==> config.mk <==
export PLATFORM = sky130hd
export DESIGN_NAME = decodificador_pt2272
export DESIGN_NICKNAME = d
export VERILOG_FILES = /design/src/rtl/decodificador_pt2272.sv
export SDC_FILE = /design/constraint.sdc
export NUM_CORES = 1
export LEC_CHECK = 0
export CAP_MARGIN = 10
export CORE_MARGIN = 4
export CORE_UTILIZATION = 60
export CTS_BUF_LIST = sky130_fd_sc_hd__clkbuf_4
export CTS_CLUSTER_SIZE = 28
export DETAILED_ROUTE_END_ITERATION = 10
export PLACE_DENSITY = 0.8
export SYNTH_ARGS = -nofsm -noshare
export SYNTH_HDL_FRONTEND = slang
export SYNTH_SLANG_ARGS = --single-unit
export TNS_END_PERCENT = 30
==> constraint.sdc <==
create_clock -name clk -period 7.6 [get_ports clk]
set_clock_uncertainty 0.2 [all_clocks]
set_input_delay 1.14 -clock clk [delete_from_list [all_inputs] [get_ports clk]]
set_output_delay 1.14 -clock clk [all_outputs]
set_load 0.02 [all_outputs]
==> src/rtl/decodificador_pt2272.sv <==
// PT2272-style receiver: oversamples the PT2262 serial stream, decodes 8 ternary address
// and 4 data symbols, and publishes the data nibble after two identical matching frames.
module decodificador_pt2272 #(
    parameter int CLK_PER_ALPHA = 250,
    parameter int SYNC_MIN_A    = 64,
    parameter int LOST_A        = 160
) (
    input  logic       clk,
    input  logic       reset,
    input  logic       cod_i,
    input  logic [7:0] A_01,
    input  logic [7:0] A_F,
    output logic [3:0] D_o,
    output logic       vt,
    output logic       sync,
    output logic       erro,
    output logic [2:0] o_dbg_state
);

    localparam logic [15:0] SHORT_MIN = 16'(2 * CLK_PER_ALPHA);
    localparam logic [15:0] SHORT_MAX = 16'(7 * CLK_PER_ALPHA);
    localparam logic [15:0] LONG_MIN  = 16'(8 * CLK_PER_ALPHA);
    localparam logic [15:0] LONG_MAX  = 16'(16 * CLK_PER_ALPHA);
    localparam logic [15:0] SYNC_CYC  = 16'(SYNC_MIN_A * CLK_PER_ALPHA);
    localparam logic [15:0] LOST_CYC  = 16'(LOST_A * CLK_PER_ALPHA);

    typedef enum logic [2:0] {
        ST_HUNT   = 3'd0,
        ST_RX     = 3'd1,
        ST_WAIT_S = 3'd2,
        ST_CHECK  = 3'd3,
        ST_ERR    = 3'd4
    } state_t;

    // Input synchroniser and edge detection
    logic [1:0]  r_meta;
    logic        r_cod_d;
    logic        w_cod;
    logic        w_rise;
    logic        w_fall;

    // Phase width counters
    logic [15:0] r_hi_cnt;
    logic [15:0] r_lo_cnt;
    logic [15:0] w_hi_next;
    logic [15:0] w_lo_next;
    logic        w_sync_ev;
    logic        w_lost;

    // Pulse classification
    logic        w_p0;
    logic        w_p1;
    logic        w_pbad;
    logic        w_prev_bit;

    // Frame assembly and decision
    state_t      r_state;
    logic [4:0]  r_pidx;
    logic        r_first;
    logic [23:0] r_frame;
    logic [1:0]  r_match;
    logic [3:0]  r_prev_data;
    logic [3:0]  r_data_o;
    logic        r_vt;
    logic        r_sync;
    logic        r_erro;
    logic        w_addr_ok;
    logic        w_data_f;
    logic [3:0]  w_data;
    logic        w_same;
    logic [1:0]  w_cnt_new;

    function automatic logic is_short(input logic [15:0] w);
        return (w >= SHORT_MIN) && (w <= SHORT_MAX);
    endfunction

    function automatic logic is_long(input logic [15:0] w);
        return (w >= LONG_MIN) && (w <= LONG_MAX);
    endfunction

    assign w_cod  = r_meta[1];
    assign w_rise = w_cod & ~r_cod_d;
    assign w_fall = ~w_cod & r_cod_d;

    // Counters restart at 1 on the edge that opens their phase, so at the opposite
    // edge they hold the exact width of the phase just finished.
    always_comb begin
        w_hi_next = r_hi_cnt;
        w_lo_next = r_lo_cnt;
        if (w_rise) begin
            w_hi_next = 16'd1;
        end else if (w_cod && (r_hi_cnt != 16'hFFFF)) begin
            w_hi_next = r_hi_cnt + 16'd1;
        end
        if (w_fall) begin
            w_lo_next = 16'd1;
        end else if (!w_cod && (r_lo_cnt != 16'hFFFF)) begin
            w_lo_next = r_lo_cnt + 16'd1;
        end
    end

    assign w_sync_ev = ~w_cod && (w_lo_next == SYNC_CYC) && (w_lo_next != r_lo_cnt);
    assign w_lost    = ~w_cod && (w_lo_next == LOST_CYC) && (w_lo_next != r_lo_cnt);

    always_ff @(posedge clk) begin
        if (reset) begin
            r_meta   <= 2'b00;
            r_cod_d  <= 1'b0;
            r_hi_cnt <= 16'd0;
            r_lo_cnt <= 16'd0;
        end else begin
            r_meta   <= {r_meta[0], cod_i};
            r_cod_d  <= w_cod;
            r_hi_cnt <= w_hi_next;
            r_lo_cnt <= w_lo_next;
        end
    end

    // A pulse is judged at the rising edge that follows it: previous high, then its low.
    assign w_p0       = is_short(r_hi_cnt) && is_long(r_lo_cnt);
    assign w_p1       = is_long(r_hi_cnt) && is_short(r_lo_cnt);
    assign w_pbad     = ~(w_p0 | w_p1);
    assign w_prev_bit = r_frame[{r_pidx[4:1], 1'b0}];

    // Symbols are pulse pairs {first, second}: 00 = '0', 11 = '1', 01 = 'F'.
    // The illegal 10 pair never reaches r_frame.
    always_comb begin
        w_addr_ok = 1'b1;
        w_data_f  = 1'b0;
        w_data    = 4'd0;
        for (int i = 0; i < 8; i++) begin
            if (A_F[i]) begin
                if (!((r_frame[2*i] == 1'b0) && (r_frame[2*i+1] == 1'b1))) begin
                    w_addr_ok = 1'b0;
                end
            end else if (!((r_frame[2*i] == A_01[i]) && (r_frame[2*i+1] == A_01[i]))) begin
                w_addr_ok = 1'b0;
            end
        end
        for (int j = 0; j < 4; j++) begin
            w_data[j] = r_frame[16+2*j+1];
            if (r_frame[16+2*j] != r_frame[16+2*j+1]) begin
                w_data_f = 1'b1;
            end
        end
    end

    assign w_same    = (w_data == r_prev_data);
    assign w_cnt_new = !w_same ? 2'd1 : ((r_match == 2'd3) ? 2'd3 : r_match + 2'd1);

    always_ff @(posedge clk) begin
        if (reset) begin
            r_state     <= ST_HUNT;
            r_pidx      <= 5'd0;
            r_first     <= 1'b0;
            r_frame     <= 24'd0;
            r_match     <= 2'd0;
            r_prev_data <= 4'd0;
            r_data_o    <= 4'd0;
            r_vt        <= 1'b0;
            r_sync      <= 1'b0;
            r_erro      <= 1'b0;
        end else begin
            r_sync <= w_sync_ev;
            r_erro <= 1'b0;
            if (w_lost) begin
                r_vt    <= 1'b0;
                r_match <= 2'd0;
                r_state <= ST_HUNT;
            end else begin
                unique case (r_state)
                    ST_HUNT: begin
                        if (w_sync_ev) begin
                            r_state <= ST_RX;
                            r_pidx  <= 5'd0;
                            r_first <= 1'b1;
                        end
                    end
                    ST_RX: begin
                        if (w_sync_ev) begin
                            // Gap arrived before the frame was complete: restart on it.
                            r_erro  <= 1'b1;
                            r_match <= 2'd0;
                            r_vt    <= 1'b0;
                            r_pidx  <= 5'd0;
                            r_first <= 1'b1;
                        end else if (w_rise) begin
                            if (r_first) begin
                                // This edge closes the sync gap itself, not a data pulse.
                                r_first <= 1'b0;
                            end else if (w_pbad || (r_pidx[0] && w_prev_bit && !w_p1)) begin
                                r_erro  <= 1'b1;
                                r_state <= ST_ERR;
                            end else begin
                                r_frame[r_pidx] <= w_p1;
                                if (r_pidx == 5'd23) begin
                                    r_state <= ST_WAIT_S;
                                end else begin
                                    r_pidx <= r_pidx + 5'd1;
                                end
                            end
                        end
                    end
                    ST_WAIT_S: begin
                        if (w_sync_ev) begin
                            r_state <= ST_CHECK;
                        end else if ((w_fall && !is_short(r_hi_cnt)) || w_rise) begin
                            r_erro  <= 1'b1;
                            r_state <= ST_ERR;
                        end
                    end
                    ST_CHECK: begin
                        if (!w_addr_ok) begin
                            r_vt    <= 1'b0;
                            r_match <= 2'd0;
                        end else if (w_data_f) begin
                            r_erro  <= 1'b1;
                            r_vt    <= 1'b0;
                            r_match <= 2'd0;
                        end else begin
                            r_match     <= w_cnt_new;
                            r_prev_data <= w_data;
                            if (w_cnt_new >= 2'd2) begin
                                r_data_o <= w_data;
                                r_vt     <= 1'b1;
                            end
                        end
                        r_state <= ST_RX;
                        r_pidx  <= 5'd0;
                        r_first <= 1'b1;
                    end
                    ST_ERR: begin
                        r_vt    <= 1'b0;
                        r_match <= 2'd0;
                        r_state <= ST_HUNT;
                    end
                    default: begin
                        r_state <= ST_HUNT;
                    end
                endcase
            end
        end
    end

    assign D_o         = r_data_o;
    assign vt          = r_vt;
    assign sync        = r_sync;
    assign erro        = r_erro;
    assign o_dbg_state = r_state;

endmodule
==> summary.md, run 1 <==
| Metric | Value |
|---|---|
| Outcome | `finished, final reports clean` |
| Clock Sinks | `roughly 80` |
| Vias per inst | `6.36` |
| CTS clk-pin slew, worst paths | `150 ps` |
| CTS tree | `yes` |
| RR Endpoint | `r_frame[7]$_SDFFE_PP0P_` |
| Power density over the cells | `142 nW/um2` |
| CTS Hold Bufs | `0` |
| Share of layout cells above drive strength 1 | `5.43%` |
| Worst-Margin Slew | `1100 ps` |
| Slowest stage cell, crit path | `a2111oi_0` |
| Synth Register Bits | `81` |
| Grt met2 use | `between 40% and 50%` |
| Vias in the first global route | `4186` |
| Gr ovfl total | `0` |
| TritonRoute pass-1 iters | `5` |
| HP Class | `flop to flop` |
| Switching portion of total power | `25.6%` |
| Hold Path Stages | `1` |
| CTS Buffer Depth | `2` |
| Syn Std Cell Area | `4760 um2` |
| Synth cell types | `67` |
| Diodes inserted | `0` |
| Post-CTS sizing | `0` |
| Slew Viols, Final | `0` |
| Final HPWL DP | `8.62 mm` |
| Synth async-reset ratio | `0%` |
| Yosys warning total | `0` |
| Num CTS Buffers | `9` |
| Fin nets | `630` |
| Worst path arrival time | `4050 ps` |
| RSZ-0062 raised after global routing | `false` |
| Die width | `97.1 um` |
| Part of the power in combinational logic | `5.3%` |
| I/O pins | `29` |
| Post-synth EDFFs | `0` |
| Multi-input logic area | `a little under 3000 um2` |
| Final GP Congestion | `0.908` |
| Final hold violations | `0` |
| Grt met3 use | `about 4.4%` |
| Sequential element share of the synthesized area | `34.1%` |
| H-tree levels | `3` |
| P_leak | `1.67 nW` |
| Min Clock Period, post-route | `3900 ps` |
| Die area | `9420 um2` |
| Part of the power in registers | `58.8%` |
| WL final | `11.7 mm` |
| DR DRC count | `0` |
| Reg2Reg Depth | `7` |
| F_max | `0.257 GHz` |
| Area Growth Syn to Fin | `9.12%` |
| Critical path type | `flop to flop` |
| Final core occ | `~67%` |
| Synth Instances | `592` |
| Row Count | `32` |
| Hold endpoint | `r_meta[1]$_SDFF_PP0_` |
| Largest net degree at the start of global routing | `40` |
| Setup bufs post-CTS | `0` |
| Filler cells | `663` |
| Final TNS setup | `0 ps` |
| Critical-path cell list | `and4_1 -> o211ai_1 -> a2111oi_0 -> a41oi_1 -> nand3b_1 -> or3_1 -> a21oi_1` |
| Internal power | `about 0.55 mW` |
| Final setup viols | `0` |
| Global routing's busiest layer | `met2` |
| Min-Delay Startpoint | `r_meta[0]$_SDFF_PP0_` |
| Fin crit share | `51.3%` |
| All-Layer GR Usage | `24.9%` |
| Drt wl/cell | `16.5 um` |
| Root Driver | `clkbuf_4` |
| Post-Synthesis Net Count | `619` |
| Worst-Skew Late Latency | `about 430 ps` |
| Most used DFF post-synth | `dfxtp_1` |
| Rel. slew slack | `24.7%` |
| Max_cap viols | `0` |
| Vias post-DR | `4515` |
| Critical path data required time | `around 7800 ps` |
| VDD IR max | `0.0904 mV` |
| Worst R2R Start | `r_hi_cnt[4]$_SDFFE_PP0P_` |
| Initial Util | `61.6%` |
| Clock power frac | `35.9%` |
| Switch Pwr | `0.189 mW` |
| Routed Antenna Nets | `0` |
| Slack of the worst reg-to-reg path | `3700 ps` |
| Initial antenna violation count | `0` |
| Crit Path Max Fanout | `13` |
| Die height | `97.1 um` |
| Register area | `~1600 um2` |
| Worst setup SP type | `flop` |
| Critical path capture point type | `flop` |
| Port Buffer Count | `28` |
| M1 GR Usage | `around a third` |
| Core Footprint | `7730 um2` |
| First-pass GRT wire length | `around 20 mm` |
| Mean Syn Cell Area | `8.04 um2` |
| Starting DRT DRC Count | `270` |
| Largest stage delay, worst path | `980 ps` |
final cells by class:
type,count,share of cell area (%)
Timing Repair Buffer,29,5.54
Clock inverter,7,1.47
Clock buffer,9,1.30
Multi-Input combinational cell,463,56.6
Inverter,19,1.37
Tap cell,102,2.46
Sequential cell,81,31.2
critical path: cells and delay by family (launching register included):
kind	cells	cell delay, ps
AND/OR/NAND/NOR	3	1340
AO/OA/AOI/OAI	4	1760
flip-flops	1	510
power by group through the flow:
| stage | clock (mW) | combinational, mW | sequential, mW |
|---|---|---|---|
| floorplan | 0 | 0.0245 | 0.439 |
| global placement | 0 | 0.0380 | 0.442 |
| detailed placement | 0 | 0.0387 | 0.442 |
| CTS | 0.271 | 0.0389 | 0.433 |
| global route | 0.288 | 0.0434 | 0.434 |
| finish | 0.265 | 0.0388 | 0.433 |
cells in the mapped netlist, types with 4 or more instances:
cell type / number / area share (%)
a21oi_1: 45 / 4.7
a22oi_1: 10 / 1.6
a31oi_1: 5 / 0.66
and2_1: 4 / 0.53
and3_1: 6 / 0.79
and4_1: 9 / 1.7
buf_2: 4 / 0.42
clkbuf_1: 21 / 1.7
dfxtp_1: 81 / 34
ha_1: 8 / 2.1
inv_1: 19 / 1.5
mux2i_1: 12 / 2.5
nand2_1: 39 / 3.1
nand2b_1: 12 / 1.6
nand3_1: 23 / 2.4
nand4_1: 23 / 3.0
nor2_1: 58 / 4.6
nor2b_1: 7 / 0.92
nor3_1: 6 / 0.63
nor4_1: 13 / 1.7
o211ai_1: 9 / 1.4
o21a_1: 7 / 1.1
o21ai_0: 45 / 4.7
o21bai_1: 4 / 0.63
o31ai_1: 9 / 1.4
or3_1: 31 / 4.1
xnor2_1: 4 / 0.74
xor2_1: 18 / 3.3
metrics by stage:
stage	cells	hold slack, ps	instance area, um2	total power, mW	worst slack [ps]
2_1_floorplan	592	214	4760	0.464	4450
3_3_place_gp	694	221	5050	0.480	3780
3_5_place_dp	694	244	5050	0.481	3680
4_1_cts	710	274	5190	0.742	3820
5_1_grt	710	296	5190	0.765	3470
6_report	710	273	5190	0.736	3700
sequential cells by signal, summed over array words and instances (netlist names), 2 cells and up:
| signal | count |
|---|---|
| D_o | 4 |
| o_dbg_state | 3 |
| r_frame | 24 |
| r_hi_cnt | 16 |
| r_lo_cnt | 16 |
| r_match | 2 |
| r_meta | 2 |
| r_pidx | 5 |
| r_prev_data | 4 |
per-layer routing:
| metal | wire [um] | up-vias |
|---|---|---|
| met5 | 0 | - |
| met4 | 335 | 0 |
| met3 | 467 | 28 |
| met2 | 5680 | 115 |
| met1 | 5210 | 2135 |
| li1 | - | 2237 |
logic make-up after synthesis:
logic type / count (synthesis) / share of synthesized area, %
AND/OR/NAND/NOR: 253 / 29.4
AO/OA/AOI/OAI: 166 / 22.8
adder cells (fa/ha/maj): 8 / 2.10
multiplexers: 14 / 3.47
buffers and inverters: 48 / 4.13
flip-flops: 81 / 34.1
XOR/XNOR: 22 / 4.05
worst max-delay path by stage:
stage,start,to,slack (ps)
2_1_floorplan,r_lo_cnt[0]$_SDFF_PP0_,r_first$_SDFFE_PP0P_,4450
3_3_place_gp,A_F[6],D_o[1]$_SDFFE_PP0P_,3780
3_5_place_dp,A_F[6],D_o[3]$_SDFFE_PP0P_,3680
4_1_cts,r_hi_cnt[4]$_SDFFE_PP0P_,r_frame[7]$_SDFFE_PP0P_,3820
5_1_grt,r_hi_cnt[4]$_SDFFE_PP0P_,r_frame[11]$_SDFFE_PP0P_,3470
6_report,r_hi_cnt[4]$_SDFFE_PP0P_,r_frame[7]$_SDFFE_PP0P_,3700
cells in the final DEF (no fill, tap or decap), types with 4 or more instances in the layout:
cell,n
and2_1,4
o21ai_0,45
mux2i_1,12
ha_1,8
nor2_1,58
dfxtp_1,81
nor2b_1,7
xor2_1,18
a31oi_1,5
o211ai_1,9
nand3_1,23
or3_1,31
a21oi_1,45
xnor2_1,4
nand2_1,39
and3_1,6
o21bai_1,4
o31ai_1,9
and4_1,9
nor4_1,13
o21a_1,7
nor3_1,6
clkbuf_4,9
clkdlybuf4s50_1,28
nand2b_1,12
inv_1,19
nand4_1,23
a22oi_1,10
(Power assumes the default switching activity.)
==> run 2, diff against run 1 <==
--- a/config.mk
+++ b/config.mk
@@ -7,11 +7,11 @@
 export LEC_CHECK = 0
 export CAP_MARGIN = 10
 export CORE_MARGIN = 4
-export CORE_UTILIZATION = 60
+export CORE_UTILIZATION = 56
 export CTS_BUF_LIST = sky130_fd_sc_hd__clkbuf_4
 export CTS_CLUSTER_SIZE = 28
 export DETAILED_ROUTE_END_ITERATION = 10
-export PLACE_DENSITY = 0.8
+export PLACE_DENSITY = 0.79
 export SYNTH_ARGS = -nofsm -noshare
 export SYNTH_HDL_FRONTEND = slang
 export SYNTH_SLANG_ARGS = --single-unit
==> constraint.sdc (replaced) <==
create_clock -name clk -period 3.5 [get_ports clk]
set_clock_uncertainty 0.2 [all_clocks]
set_input_delay 0.525 -clock clk [delete_from_list [all_inputs] [get_ports clk]]
set_output_delay 0.525 -clock clk [all_outputs]
set_load 0.02 [all_outputs]
==> run 2 against run 1 <==
Non-clock buffer count increased by 23; first-iteration DRC count increased by 29%; cell count increased by 3.7%; via count increased by 6.2%; combinational power increased by 150%; clock-buffer cell count unchanged; sequential share of layout area decreased by 1.2 points; critical endpoint is now o_dbg_state[2]$_SDFFE_PP0P_; largest power group unchanged.
==> summary.md, run 2 (synthesis gave the netlist of run 1 again) <==
| Metric | Value |
|---|---|
| Final GP Congestion | `0.941 (+3.6%)` |
| P_leak | `1.80 nW (+7.3%)` |
| F_max | `0.294 GHz (+15%)` |
| Final hold violations | `0 (unchanged)` |
| Worst-Margin Slew | `828 ps (-273 ps)` |
| Root Driver | `clkbuf_4` |
| Biggest register | `r_frame` |
| WL final | `12.8 mm (+9.1%)` |
| Num CTS Buffers | `9 (unchanged)` |
| All-Layer GR Usage | `25.6% (+0.72 points)` |
| Area Growth Syn to Fin | `13.5%` |
| Largest register FFs | `24 (unchanged)` |
| Final HPWL DP | `9.21 mm (+6.9%)` |
| First-pass GRT wire length | `21.1 mm (+6.6%)` |
| Port Buffer Count | `28 (unchanged)` |
| VDD IR max | `0.202 mV (+120%)` |
| Worst setup SP type | `flop` |
| Slew Viols, Final | `0 (unchanged)` |
| Vias post-DR | `4795 (+6.2%)` |
| Row Count | `33 (+3.1%)` |
| Fin cells | `736 (+3.7%)` |
| Outcome | `finished, final reports clean` |
| CTS clk-pin slew, worst paths | `140 ps (about the same)` |
| TritonRoute pass-1 iters | `5 (unchanged)` |
| Vias per inst | `6.51 (+2.4%)` |
| Routed Antenna Nets | `0 (unchanged)` |
| CTS tree | `yes` |
| Register area | `1620 um2 (+0.15%)` |
| CTS Buffer Depth | `2 (unchanged)` |
| HP Class | `flop to flop` |
| Most frequent cells in the layout | `79 x dfxtp_1, 58 x nor2_1, 45 x a21oi_1` |
| Final setup viols | `0 (unchanged)` |
| Largest net degree at the start of global routing | `28 (-30%)` |
| Critical path data required time | `3700 ps (-4060 ps)` |
| Critical path type | `flop to flop` |
| Starting DRT DRC Count | `349 (+29%)` |
| Drt wl/cell | `17.3 um (+5.3%)` |
| Power density over the cells | `299 nW/um2 (+110%)` |
| I/O pins | `29 (unchanged)` |
| Fin nets | `653 (+3.7%)` |
| Min Clock Period, post-route | `3400 ps (-499 ps)` |
| Die area | `10000 um2 (+6.6%)` |
| Filler cells | `729 (+10%)` |
| Commonest non-fill, non-tap cell in the layout | `dfxtp_1` |
| Largest registers | `r_frame (24), r_hi_cnt (16), r_lo_cnt (16)` |
| H-tree levels | `3 (unchanged)` |
| Share of layout cells above drive strength 1 | `10.1% (+4.7 points)` |
| Die height | `100 um (+3.2%)` |
| Dpl cells | `719 (+3.6%)` |
| Die width | `100 um (+3.2%)` |
| DR DRC count | `0 (unchanged)` |
| Core Footprint | `8260 um2 (+6.9%)` |
| Initial antenna violation count | `0 (unchanged)` |
| Pwr Total | `1.62 mW (+120%)` |
| Crit Path Max Fanout | `9 (-4)` |
| Fin crit share | `97.1% (+46 points)` |
| Worst-Skew Late Latency | `440 ps (about the same)` |
| Multi-input logic area | `2970 um2 (+1.1%)` |
| Max_cap viols | `0 (unchanged)` |
| Worst path arrival time | `3600 ps (-450 ps)` |
| Vias in the first global route | `4472 (+6.8%)` |
| Worst slack at placement | `71.8 ps (-3610 ps)` |
| Rel. slew slack | `44.0% (+19 points)` |
| Critical path capture point type | `flop` |
| Gr ovfl total | `0 (unchanged)` |
| Diodes inserted | `0 (unchanged)` |
| Clock Sinks | `81 (unchanged)` |
| CTS Hold Bufs | `0 (unchanged)` |
| Initial Util | `57.7% (-4.0 points)` |
| Fin worst setup slack | `102 ps (-3600 ps)` |
run 2: per-stage QoR:
stage	util [%]	TNS, ps	hold slack, ps	instance area [um2]
after CTS	65.0	0	263	5360
after floorplan	-	0	214	4760
after global routing	65.5	-111	282	5410
after detailed placement	63.2	0	222	5220
after global placement	63.2	0	216	5220
final	65.5	0	256	5410
run 2: cell type report:
| cell class | count | area share [%] |
|---|---|---|
| inverters | 19 | 1.32 |
| multi-input cells | 463 | 55.0 |
| clock inverters | 7 | 1.41 |
| repair buffers | 52 | 8.52 |
| flip-flops and latches | 81 | 30.0 |
| clock buffers | 9 | 1.25 |
| well taps | 105 | 2.43 |
run 2: critical path, cell delays in order, from the launching register on:
cell       delay, ps
dfxtp_1          560
and4_1           350
nand2_1          140
nor4_1           520
nor2_1           140
or4_1            670
nor4_1           300
buf_4            190
o2bb2ai_1         70
and3b_1          220
run 2: timing repair:
item | 4_1_cts | 5_1_grt
setup buffers | 0 | 1
hold endpoints to repair | 0 | 0
endpoints found under the setup margin | 0 | 34
gates resized for setup | 0 | 10
run 2: final timing paths:
| path | start | endpoint | slack (ps) | cells past startpoint |
|---|---|---|---|---|
| worst max-delay path | r_lo_cnt[5]$_SDFF_PP0_ | o_dbg_state[2]$_SDFFE_PP0P_ | 100 | 9 |
| worst min-delay path | r_meta[0]$_SDFF_PP0_ | r_meta[1]$_SDFF_PP0_ | 260 | 1 |
| worst max register to register | r_lo_cnt[5]$_SDFF_PP0_ | o_dbg_state[2]$_SDFFE_PP0P_ | 100 | 9 |
| worst min register to register | r_meta[0]$_SDFF_PP0_ | r_meta[1]$_SDFF_PP0_ | 260 | 1 |
run 2: layer usage:
metal,global-route usage (%),part of all wire (%)
met2,43.8,50
met3,4.59,6.5
met1,31.1,41
met5,0,0
met4,12.1,3.3
run 2: power breakdown:
| group | internal (mW) | switching, mW |
|---|---|---|
| registers | 0.929 | 0.0109 |
| logic | 0.0422 | 0.0536 |
| clock network | 0.223 | 0.360 |
